==> config.mk <==
export PLATFORM = sky130hd
export DESIGN_NAME = axi2per_rsp_channel
export DESIGN_NICKNAME = d
export VERILOG_FILES = /design/src/rtl/axi2per_pkg.sv /design/src/rtl/axi2per_rsp_channel.sv
export SDC_FILE = /design/constraint.sdc
export NUM_CORES = 1
export LEC_CHECK = 0
export BUFFER_PORTS_ARGS = -buffer_cell sky130_fd_sc_hd__buf_4
export CAP_MARGIN = 20
export CORE_MARGIN = 3
export CORE_UTILIZATION = 33
export DETAILED_ROUTE_END_ITERATION = 10
export HOLD_SLACK_MARGIN = 0.03
export SYNTH_ARGS = -nofsm -noshare
export SYNTH_HDL_FRONTEND = slang
export SYNTH_SLANG_ARGS = --single-unit
==> constraint.sdc <==
create_clock -name clk_i -period 4.3 [get_ports clk_i]
set_clock_uncertainty 0.05 [all_clocks]
set_input_delay 0.86 -clock clk_i [delete_from_list [all_inputs] [get_ports clk_i]]
set_output_delay 0.86 -clock clk_i [all_outputs]
set_load 0.005 [all_outputs]
==> src/rtl/axi2per_pkg.sv <==
// Shared definitions for the AXI-to-peripheral bridge: AXI response codes,
// the transaction-type encoding used between request and response channels,
// and the response-channel state enum.
package axi2per_pkg;

    localparam logic [1:0] RESP_OKAY   = 2'b00;
    localparam logic [1:0] RESP_SLVERR = 2'b10;

    // The bridge encodes a read as 1 on the transaction-type line
    localparam logic TRANS_READ  = 1'b1;
    localparam logic TRANS_WRITE = 1'b0;

    typedef enum logic [1:0] {
        IDLE,
        WAIT_PER,
        RESP
    } rsp_state_e;

endpackage

==> src/rtl/axi2per_rsp_channel.sv <==
// Response stage of the AXI-to-peripheral bridge. Latches the descriptor of
// the granted transaction, waits for the peripheral response, then presents
// it on AXI R (reads) or B (writes) until accepted. The acceptance cycle is
// signalled back to the request channel through trans_r_valid_o.
module axi2per_rsp_channel
    import axi2per_pkg::*;
#(
    parameter int AXI_ADDR_WIDTH = 32,
    parameter int AXI_DATA_WIDTH = 64,
    parameter int AXI_USER_WIDTH = 6,
    parameter int AXI_ID_WIDTH   = 3
) (
    input  logic                      clk_i,
    input  logic                      rst_i,

    input  logic                      per_slave_r_valid_i,
    input  logic                      per_slave_r_opc_i,
    input  logic [31:0]               per_slave_r_rdata_i,

    input  logic                      trans_req_i,
    input  logic                      trans_we_i,
    input  logic [AXI_ID_WIDTH-1:0]   trans_id_i,
    input  logic [AXI_ADDR_WIDTH-1:0] trans_add_i,
    output logic                      trans_r_valid_o,

    output logic                      axi_slave_r_valid_o,
    output logic [AXI_DATA_WIDTH-1:0] axi_slave_r_data_o,
    output logic [1:0]                axi_slave_r_resp_o,
    output logic                      axi_slave_r_last_o,
    output logic [AXI_ID_WIDTH-1:0]   axi_slave_r_id_o,
    output logic [AXI_USER_WIDTH-1:0] axi_slave_r_user_o,
    input  logic                      axi_slave_r_ready_i,

    output logic                      axi_slave_b_valid_o,
    output logic [1:0]                axi_slave_b_resp_o,
    output logic [AXI_ID_WIDTH-1:0]   axi_slave_b_id_o,
    output logic [AXI_USER_WIDTH-1:0] axi_slave_b_user_o,
    input  logic                      axi_slave_b_ready_i
);

    // The lane placement below assumes a 64-bit R channel built from two
    // 32-bit peripheral words; any other width is rejected at elaboration.
    generate
        if (AXI_DATA_WIDTH != 64) begin : g_bad_data_width
            $error("axi2per_rsp_channel supports only AXI_DATA_WIDTH = 64");
        end
    endgenerate

    rsp_state_e                state_q, state_d;
    logic                      we_q;
    logic                      lane_q;
    logic [AXI_ID_WIDTH-1:0]   id_q;
    logic [AXI_DATA_WIDTH-1:0] data_q;
    logic [1:0]                resp_q;

    logic                      r_valid;
    logic                      b_valid;
    logic                      handshake;

    // Only bit 2 of the address selects the lane; the rest is unused here.
    logic                      unused_addr_bits;
    assign unused_addr_bits = ^{trans_add_i[AXI_ADDR_WIDTH-1:3], trans_add_i[1:0]};

    assign r_valid   = (state_q == RESP) && (we_q == TRANS_READ);
    assign b_valid   = (state_q == RESP) && (we_q == TRANS_WRITE);
    assign handshake = (r_valid && axi_slave_r_ready_i) || (b_valid && axi_slave_b_ready_i);

    // State register; reset abandons any transaction in flight.
    always_ff @(posedge clk_i or posedge rst_i) begin
        if (rst_i) begin
            state_q <= IDLE;
        end else begin
            state_q <= state_d;
        end
    end

    // Next-state logic: grant -> wait for peripheral -> hold until accepted.
    always_comb begin
        state_d = state_q;
        case (state_q)
            IDLE:     if (trans_req_i)         state_d = WAIT_PER;
            WAIT_PER: if (per_slave_r_valid_i) state_d = RESP;
            RESP:     if (handshake)           state_d = IDLE;
            default:                           state_d = IDLE;
        endcase
    end

    // Descriptor capture on grant; only accepted while idle.
    always_ff @(posedge clk_i or posedge rst_i) begin
        if (rst_i) begin
            we_q   <= TRANS_WRITE;
            lane_q <= 1'b0;
            id_q   <= '0;
        end else if (state_q == IDLE && trans_req_i) begin
            we_q   <= trans_we_i;
            lane_q <= trans_add_i[2];
            id_q   <= trans_id_i;
        end
    end

    // Response capture; read data is steered into the addressed 32-bit lane.
    always_ff @(posedge clk_i or posedge rst_i) begin
        if (rst_i) begin
            resp_q <= RESP_OKAY;
            data_q <= '0;
        end else if (state_q == WAIT_PER && per_slave_r_valid_i) begin
            resp_q <= per_slave_r_opc_i ? RESP_SLVERR : RESP_OKAY;
            if (we_q == TRANS_READ) begin
                data_q <= lane_q ? {per_slave_r_rdata_i, 32'h0} : {32'h0, per_slave_r_rdata_i};
            end
        end
    end

    assign trans_r_valid_o     = handshake;

    assign axi_slave_r_valid_o = r_valid;
    assign axi_slave_r_last_o  = r_valid;
    assign axi_slave_r_data_o  = data_q;
    assign axi_slave_r_resp_o  = resp_q;
    assign axi_slave_r_id_o    = id_q;
    assign axi_slave_r_user_o  = '0;

    assign axi_slave_b_valid_o = b_valid;
    assign axi_slave_b_resp_o  = resp_q;
    assign axi_slave_b_id_o    = id_q;
    assign axi_slave_b_user_o  = '0;

endmodule
==> metrics.md, run 1 <==
| Metric | Value |
|---|---|
| R2R depth | `3` |
| TritonCTS clock tree | `yes` |
| Max-cap viol count | `0` |
| Actual slew at the worst max-slew pin | `roughly 650 ps` |
| GPL Wtd Cong | `0.692` |
| Layout area overhead | `32.7%` |
| Net switching power | `981 uW` |
| Worst EP required | `3390 ps` |
| Diode count | `0` |
| Leakage power | `~0.0023 uW` |
| Ports | `165` |
| Sequential share of the synthesized area | `52.6%` |
| Placed instance area | `between 0.004 and 0.005 mm^2` |
| RSZ-0062 raised after global routing | `false` |
| Post-route cell area | `0.00455 mm^2` |
| Fillers | `930` |
| Crit start category | `register` |
| Row count | `36` |
| Die Wd | `~110 um` |
| Count of pins over their slew limit | `0` |
| Clk Latency, worst-skew pair | `330 ps` |
| VDD IR max | `0.000284 V` |
| Synth top area cells | `dfrtp_1, mux2_4, mux2i_1, nor2b_1, buf_4` |
| Yosys warns | `0` |
| PortBufs | `119` |
| Final hold vios | `0` |
| Die area | `0.0116 mm^2` |
| GRT Util Overall | `12.6%` |
| Post-Syn Instances | `between 200 and 300` |
| Seq pwr share | `~40%` |
| Detailed-route via count | `2271` |
| Ys async rst share | `100%` |
| Fmax | `approximately 0.43 GHz` |
| Most instantiated library cell after synthesis | `dfrtp_1` |
| Fin util | `between 40 and 50%` |
| Pwr Density | `a little under 700 mW/mm^2` |
| Vias in the first global route | `2333` |
| Drt drc | `0` |
| Initial DRC count | `42` |
| Period Utilization, post-route | `53.9%` |
| FF+latch area | `approximately 0.0018 mm^2` |
| Resized cells post-CTS | `0` |
| DRT Pass-1 Iters | `4` |
| Switching Fraction | `approximately a third` |
| HPWL Detailed | `4.96 mm` |
| Combinational fraction of design power | `42.7%` |
| TritonCTS Buffers | `9` |
| Multi-input gate area | `0.00132 mm^2` |
| CP max stage cell | `dfrtp_1` |
| Slowest stage delay, CP | `roughly 460 ps` |
| Cts hold-fix bufs | `0` |
| Critical Path End Type | `primary output` |
| Root buffer cell | `clkbuf_8` |
| Nets | `473` |
| Hold Path Depth | `1` |
| Avg Cell Area, Syn | `12.1 um^2` |
| Final Critical Period | `2320 ps` |
| Post-CTS Setup Bufs | `0` |
| Hold crit path type | `register to register` |
| Num Clock Sinks | `72` |
| Avg Vias per Cell | `4.24` |
| Synth Flop Type | `dfrtp_1` |
| Netlist Area Pre-Place | `between 0.003 and 0.004 mm^2` |
| First-pass GRT wire length | `11.6 mm` |
| Critical-path cell list | `nor3b_1 -> a22o_1 -> buf_4` |
| Overflow after GRT | `0` |
| DR WL/cell | `13.3 um` |
| Crit path arrival time | `1410 ps` |
| Core area | `0.00995 mm^2` |
| CP Max Fanout | `8` |
| Post-synth cell types | `23` |
| Synth cell count leaders | `dfrtp_1, inv_1, mux2i_1, nand2_1, nor2b_1` |
| Synth area leader | `dfrtp_1` |
| Share of cells above drive strength 1 | `44.9%` |
| Setup slack after layout | `1980 ps` |
| Die H | `108 um` |
| H-Tree Depth | `3` |
| Clock network fraction of design power | `17.0%` |
| Slew HR | `56.6%` |
| Seq cells post-synth | `72` |
| Placement Setup Slack | `1730 ps` |
| Internal | `2090 uW` |
| Final setup viols | `0` |
| Outcome | `finished clean` |
| Final ANT Viol Nets | `0` |
| Worst-case clock buffer depth | `2` |
| Setup Crit Path Kind | `register to primary output` |
| Initial Utilization | `34.4%` |
| Final TNS setup | `0 ps` |
| CTS clk-pin slew, worst paths | `about 70 ps` |
| Initial antenna violation count | `0` |
| EDFF count, synth | `0` |
| Detailed Route WL | `7.10 mm` |
| Largest net degree at the start of global routing | `66` |
| Post-synth top area share | `52.6%` |
[power groups by stage]
stage	Sequential (uW)	Clock [uW]	Combinational, uW
floorplan	1200	0	745
global placement	1290	0	1250
detailed placement	1290	0	1280
CTS	1290	545	1280
global route	1290	568	1450
finish	1240	521	1310
[per-layer routing]
layer,up-vias,global-route usage [%],part of all wire [%],wire (um)
li1,1093,-,-,-
met1,1091,16.1,44,3120
met2,77,20.3,48,3400
met3,10,3.60,6.9,493
met4,0,4.60,1.4,97
met5,-,0,0,0
[cell usage in the layout (no fill, tap or decap), types with 2 or more instances in the layout]
| master | count |
|---|---|
| dfrtp_1 | 71 |
| buf_12 | 2 |
| clkinvlp_4 | 2 |
| clkbuf_8 | 9 |
| nor2b_1 | 32 |
| mux2i_1 | 32 |
| nand2_1 | 32 |
| mux2_2 | 11 |
| conb_1 | 14 |
| buf_4 | 121 |
| clkinv_2 | 3 |
| inv_1 | 32 |
| mux2_4 | 28 |
[metrics by stage]
step | hold WS (ps) | total power (uW) | cells
after CTS | 470 | 3120 | 535
after global routing | 481 | 3310 | 536
after floorplan | 442 | 1940 | 297
final | 466 | 3070 | 536
after detailed placement | 445 | 2570 | 519
after global placement | 442 | 2540 | 519
[path summary, 6_finish.rpt]
kind,slack (ps),startpoint,to
setup reg to reg,2160,state_q[1],axi_slave_r_data_o[9]
max in group asynchronous,2840,rst_i,axi_slave_r_data_o[63]
hold / removal,470,axi_slave_r_data_o[5],axi_slave_r_data_o[5]
setup / recovery,1980,state_q[0],trans_r_valid_o
min in group asynchronous,560,rst_i,axi_slave_r_data_o[50]
hold reg to reg,470,axi_slave_r_data_o[5],axi_slave_r_data_o[5]
[critical path: cells and delay by family (launching register included)]
kind | cells | cell delay [ps]
flops | 1 | 460
simple gates | 1 | 320
buf+inv | 1 | 100
compound gates | 1 | 190
[cell type report]
class	count	share of cell area, %
tap	133	3.66
clock buffer	10	2.81
clock inverter	6	1.32
timing repair buffer	123	20.9
sequential	72	39.6
multi-input combinational	159	29.0
inverter	33	2.72
[registers in the layout, indices dropped and copies added (netlist names)]
name and cells:
axi_slave_b_id_o 3, axi_slave_b_resp_o 1, axi_slave_r_data_o 64, state_q 2, lane_q 1, we_q 1
[cell families (layout without fill, tap and decap cells)]
group	after synthesis	count (layout)	share of synthesized area [%]
compound gates	3	3	0.621
mux	71	71	25.2
other cells	1	14	0.109
simple gates	71	71	11.0
flops	72	72	52.6
buf+inv	66	172	10.5
Power figures use the tool's default switching activity.
==> inputs of run 2 (changes only) <==
Clock period 4.3 ns to 2.25 ns, I/O delays scaled along.
==> metrics.md, run 2 (same netlist as run 1, synthesis figures left out) <==
| Metric | Value |
|---|---|
| GPL Wtd Cong | `about 0.68` |
| TritonCTS clock tree | `yes` |
| Vias in the first global route | `2316` |
| Overflow after GRT | `0` |
| FF+latch area | `0.00180 mm^2` |
| Detailed Route WL | `7.08 mm` |
| Fmax | `0.531 GHz` |
| Ports | `165` |
| Avg Vias per Cell | `4.28` |
| Post-CTS Setup Bufs | `0` |
| Setup slack after layout | `365 ps` |
| Period Utilization, post-route | `between 80 and 90%` |
| Fillers | `948` |
| Final hold slack | `270 ps` |
| Diode count | `0` |
| Setup Crit Path Kind | `register to primary output` |
| Launch point of the worst path | `state_q[0]` |
| Final ANT Viol Nets | `0` |
| HPWL Detailed | `4.88 mm` |
| Overall Power | `5910 uW` |
| Clk Latency, worst-skew pair | `330 ps` |
| Worst reg2reg setup slack | `530 ps` |
| Max-cap viol count | `0` |
| Initial antenna violation count | `0` |
| Core area | `0.00995 mm^2` |
| Die area | `0.0116 mm^2` |
| Cts hold-fix bufs | `1` |
| Crit start category | `register` |
| Largest net degree at the start of global routing | `69` |
| VDD IR max | `about 0.00057 V` |
| Final hold vios | `0` |
| Root buffer cell | `clkbuf_8` |
| Die H | `roughly 110 um` |
| First-pass GRT wire length | `around 12 mm` |
| Leakage power | `0.00227 uW` |
| GRT Util Overall | `between 10 and 15%` |
| Placement Setup Slack | `499 ps` |
| Number of flip-flops in the largest register | `64` |
| Num Clock Sinks | `between 70 and 80` |
| Commonest non-fill, non-tap cell in the layout | `buf_4` |
| Worst EP required | `approximately 1800 ps` |
| Hold crit path type | `input port to register` |
| Share of cells above drive strength 1 | `44.6%` |
| Worst-case clock buffer depth | `2` |
| Final setup viols | `0` |
| Initial Utilization | `34.4%` |
| DRT Pass-1 Iters | `2` |
| Resized cells post-CTS | `0` |
| FF-to-FF Start | `state_q[1]` |
| RSZ-0062 raised after global routing | `false` |
| Layout area overhead | `34.2%` |
| PortBufs | `119` |
| Most frequent cells in the layout | `buf_4, dfrtp_1` |
| Crit path arrival time | `1380 ps` |
| TritonCTS Buffers | `9` |
| Outcome | `finished clean` |
| CP Max Fanout | `8` |
| Drt drc | `0` |
| Critical Path End Type | `primary output` |
| CTS clk-pin slew, worst paths | `70 ps` |
| Actual slew at the worst max-slew pin | `628 ps` |
| RR Endpoint | `axi_slave_r_data_o[7]` |
| Final TNS setup | `0 ps` |
| Initial DRC count | `82` |
| Critical Path Sink | `trans_r_valid_o` |
| Multi-input gate area | `0.00132 mm^2` |
| Pwr Density | `1290 mW/mm^2` |
| Die Wd | `108 um` |
| H-Tree Depth | `3` |
| DR WL/cell | `13.2 um` |
| R2R depth | `3` |
| Row count | `36` |
| Detailed-route via count | `2297` |
| Slew HR | `58.1%` |
| Final Critical Period | `1880 ps` |
| Count of pins over their slew limit | `0` |
| Nets | `474` |
## run 2: cell types whose count changed in the layout (fill, tap and decap cells not counted), sizes merged
| cell | previous run | this run |
|---|---|---|
| clkinv | 3 | 1 |
| dlygate4sd3 | 0 | 1 |
| inv | 33 | 32 |
| clkbuf | 10 | 12 |
| clkinvlp | 2 | 3 |
## run 2: final cells by class
class | count | area share [%]
timing repair buffer | 124 | 21.4
clock inverter | 4 | 1.17
tap | 133 | 3.62
clock buffer | 12 | 3.16
multi-input combinational | 159 | 28.7
inverter | 33 | 2.78
sequential | 72 | 39.2
## run 2: how the worst min path moves through the flow
| stage | to | depth (start not counted) | from |
|---|---|---|---|
| after floorplan | state_q[0] | 1 | state_q[1] |
| after global placement | axi_slave_r_data_o[13] | 2 | rst_i |
| after detailed placement | axi_slave_r_data_o[13] | 2 | rst_i |
| after CTS | state_q[0] | 2 | per_slave_r_valid_i |
| after global routing | state_q[0] | 2 | per_slave_r_valid_i |
| final | state_q[0] | 2 | per_slave_r_valid_i |
## run 2: routing by layer
layer | wire (um) | up-vias | global-route usage (%)
met5 | 0 | - | 0
met3 | 524 | 6 | 4.62
met1 | 3020 | 1118 | 16.3
li1 | - | 1095 | -
met4 | 65 | 0 | 2.98
met2 | 3470 | 78 | 20.5
## run 2: where the power goes
| part | internal, uW | switching (uW) | total, uW |
|---|---|---|---|
| Clock | 546 | 485 | 1030 |
| Sequential | 1900 | 481 | 2380 |
| Combinational | 1610 | 896 | 2500 |
| Total | 4050 | 1860 | 5910 |
## run 2: stage by stage
stage / instance area, um^2 / util (%) / instances
after detailed placement: 4390 / 44.1 / 520
after floorplan: 3480 / - / 297
after global placement: 4390 / 44.1 / 520
final: 4600 / 46.2 / 537
after global routing: 4600 / 46.2 / 537
after CTS: 4600 / 46.2 / 537
## run 2: worst max-delay path, stage by stage, from the launching register on
cell	delay, ps
dfrtp_1	460
nor3b_1	310
a22o_1	190
buf_4	100
==> inputs of run 3 (changes only) <==
Clock period 2.25 ns to 1.7 ns, I/O delays scaled along.
==> metrics.md, run 3 (same netlist as run 1, synthesis figures left out) <==
| Metric | Value |
|---|---|
| Outcome | `finished, violations left` |
| Failing checks | `setup timing` |
| Clk Latency, worst-skew pair | `between 300 and 400 ps` |
| Final hold vios | `0` |
| Detailed Route WL | `about 7 mm` |
| PortBufs | `119` |
| CTS clk-pin slew, worst paths | `80 ps` |
| Slowest stage delay, CP | `slightly below 400 ps` |
| Most frequent cells in the layout | `buf_4, dfrtp_1` |
| TritonCTS Buffers | `9` |
| Die area | `between 0.01 and 0.015 mm^2` |
| Critical-path cell list | `buf_6 -> and3b_2 -> a22o_1 -> buf_4` |
| Leakage power | `0.00232 uW` |
| RSZ-0062 raised after global routing | `true` |
| Die Wd | `about 110 um` |
| DR WL met3 | `556 um` |
| WL met1 | `3.04 mm` |
| Diode count | `0` |
| H-Tree Depth | `3` |
| Num Clock Sinks | `72` |
| HPWL Detailed | `5.04 mm` |
| Worst EP required | `~1300 ps` |
| Combinational fraction of design power | `approximately 44%` |
| DRT Pass-1 Iters | `4` |
| Hold crit path type | `input port to asynchronous set/reset pin` |
| Die H | `roughly 110 um` |
| Final setup viols | `3` |
| Critical Path Sink | `trans_r_valid_o` |
| Critical Path End Type | `primary output` |
| Share of cells above drive strength 1 | `46.5%` |
| Crit path arrival time | `1360 ps` |
| Fin util | `46.9%` |
| RR Endpoint | `axi_slave_r_data_o[10]` |
| Final Critical Period | `1750 ps` |
| Initial DRC count | `65` |
| Setup Crit Path Kind | `register to primary output` |
| Period Utilization, post-route | `103%` |
| Layout area overhead | `36.2%` |
| Ports | `between 150 and 200` |
| Clock network fraction of design power | `18.5%` |
| Launch point of the worst path | `state_q[0]` |
| Max-cap viol count | `0` |
| Largest net degree at the start of global routing | `45` |
| GPL Wtd Cong | `0.680` |
| VDD IR max | `0.000778 V` |
| Actual slew at the worst max-slew pin | `508 ps` |
| Seq pwr share | `37.3%` |
| Number of flip-flops in the largest register | `64` |
| CP max stage cell | `dfrtp_1` |
| Initial antenna violation count | `0` |
| Net switching power | `2480 uW` |
| Root buffer cell | `clkbuf_8` |
| R2R depth | `3` |
| CP Max Fanout | `3` |
| Crit start category | `register` |
| Core area | `0.00995 mm^2` |
| Top sig layer | `met4` |
| Fmax | `0.571 GHz` |
| Slew HR | `between 60 and 70%` |
| First-pass GRT wire length | `~12 mm` |
| TritonCTS clock tree | `yes` |
| Routed wl met2 | `3.52 mm` |
| Row count | `36` |
| Worst-case clock buffer depth | `2` |
| Detailed-route via count | `2306` |
| Count of pins over their slew limit | `0` |
| Avg Vias per Cell | `4.24` |
| Initial Utilization | `~34%` |
| Switching Fraction | `30.7%` |
| Nets | `481` |
| Final ANT Viol Nets | `0` |
| Pwr Density | `1730 mW/mm^2` |
| Commonest non-fill, non-tap cell in the layout | `buf_4` |
| Drt drc | `0` |
| Worst reg2reg setup slack | `80 ps` |
| Vias in the first global route | `roughly 2400` |
| GRT Util Overall | `roughly an eighth` |
| Non-filler instance count after layout | `544` |
| # placed instances | `between 500 and 600` |
| DR WL/cell | `13.2 um` |
| Cts hold-fix bufs | `0` |
| FF-to-FF Start | `state_q[1]` |
| Overflow after GRT | `0` |
| Setup slack after layout | `-52.0 ps` |
| Internal | `around 5600 uW` |
## run 3: cell types whose count changed in the layout (fill, tap and decap cells not counted), sizes merged
cell         delta
buf             +8
dlygate4sd3     -1
bufinv          +1
clkbuf          -1
## run 3: worst min-delay path by stage
stage                                start                endpoint  slack (ps)  cells past startpoint
floorplan              per_slave_r_valid_i              state_q[0]         380                      1
global placement                     rst_i     axi_slave_b_id_o[2]         440                      3
detailed placement  axi_slave_r_data_o[21]  axi_slave_r_data_o[21]         450                      1
CTS                                  rst_i     axi_slave_b_id_o[2]          70                      3
global route                         rst_i     axi_slave_b_id_o[1]          80                      3
finish                               rst_i     axi_slave_b_id_o[2]          60                      3
## run 3: power groups by stage
stage	sequential, uW	combinational, uW	clock (uW)
floorplan	3030	1890	0
global placement	3020	3540	0
detailed placement	3030	3610	0
CTS	3030	3620	1570
global route	3140	3930	1650
finish	3020	3570	1490
## run 3: routing by layer
layer,vias up,GRT usage (%)
li1,1104,-
met1,1115,16.1
met2,81,20.8
met3,6,5.22
met4,0,3.25
met5,-,0
## run 3: cell type report
| type | count | area (um^2) |
|---|---|---|
| Inverter | 33 | 128 |
| Multi-Input combinational cell | 159 | 1330 |
| Fill cell | 969 | 5290 |
| Tap cell | 133 | 166 |
| Sequential cell | 72 | 1800 |
| Timing Repair Buffer | 131 | 1020 |
| Clock buffer | 11 | 141 |
| Clock inverter | 5 | 80.1 |
## run 3: repair_timing
action / 4_1_cts / 5_1_grt
setup buffers: 2 / 2
pin swaps: 0 / 1
resized for setup: 2 / 1
endpoints found under the setup margin: 1 / 4
## run 3: critical path: cells and delay by family, from the launching register on
family | cells | cell delay [ps]
flip-flops | 1 | 390
AO/OA/AOI/OAI | 1 | 190
buffers and inverters | 2 | 240
AND/OR/NAND/NOR | 1 | 210
## run 3: per-stage QoR
step                total power (uW)  hold WS (ps)  TNS [ps]  worst slack (ps)  instance area [um^2]
floorplan                       4910           385         0               245                  3480
global placement                6560           443         0               181                  4410
detailed placement              6650           449         0               167                  4410
CTS                             8220          65.8     -70.9             -51.0                  4650
global route                    8720          78.5      -301              -131                  4670
finish                          8080          62.8     -58.2             -52.0                  4670
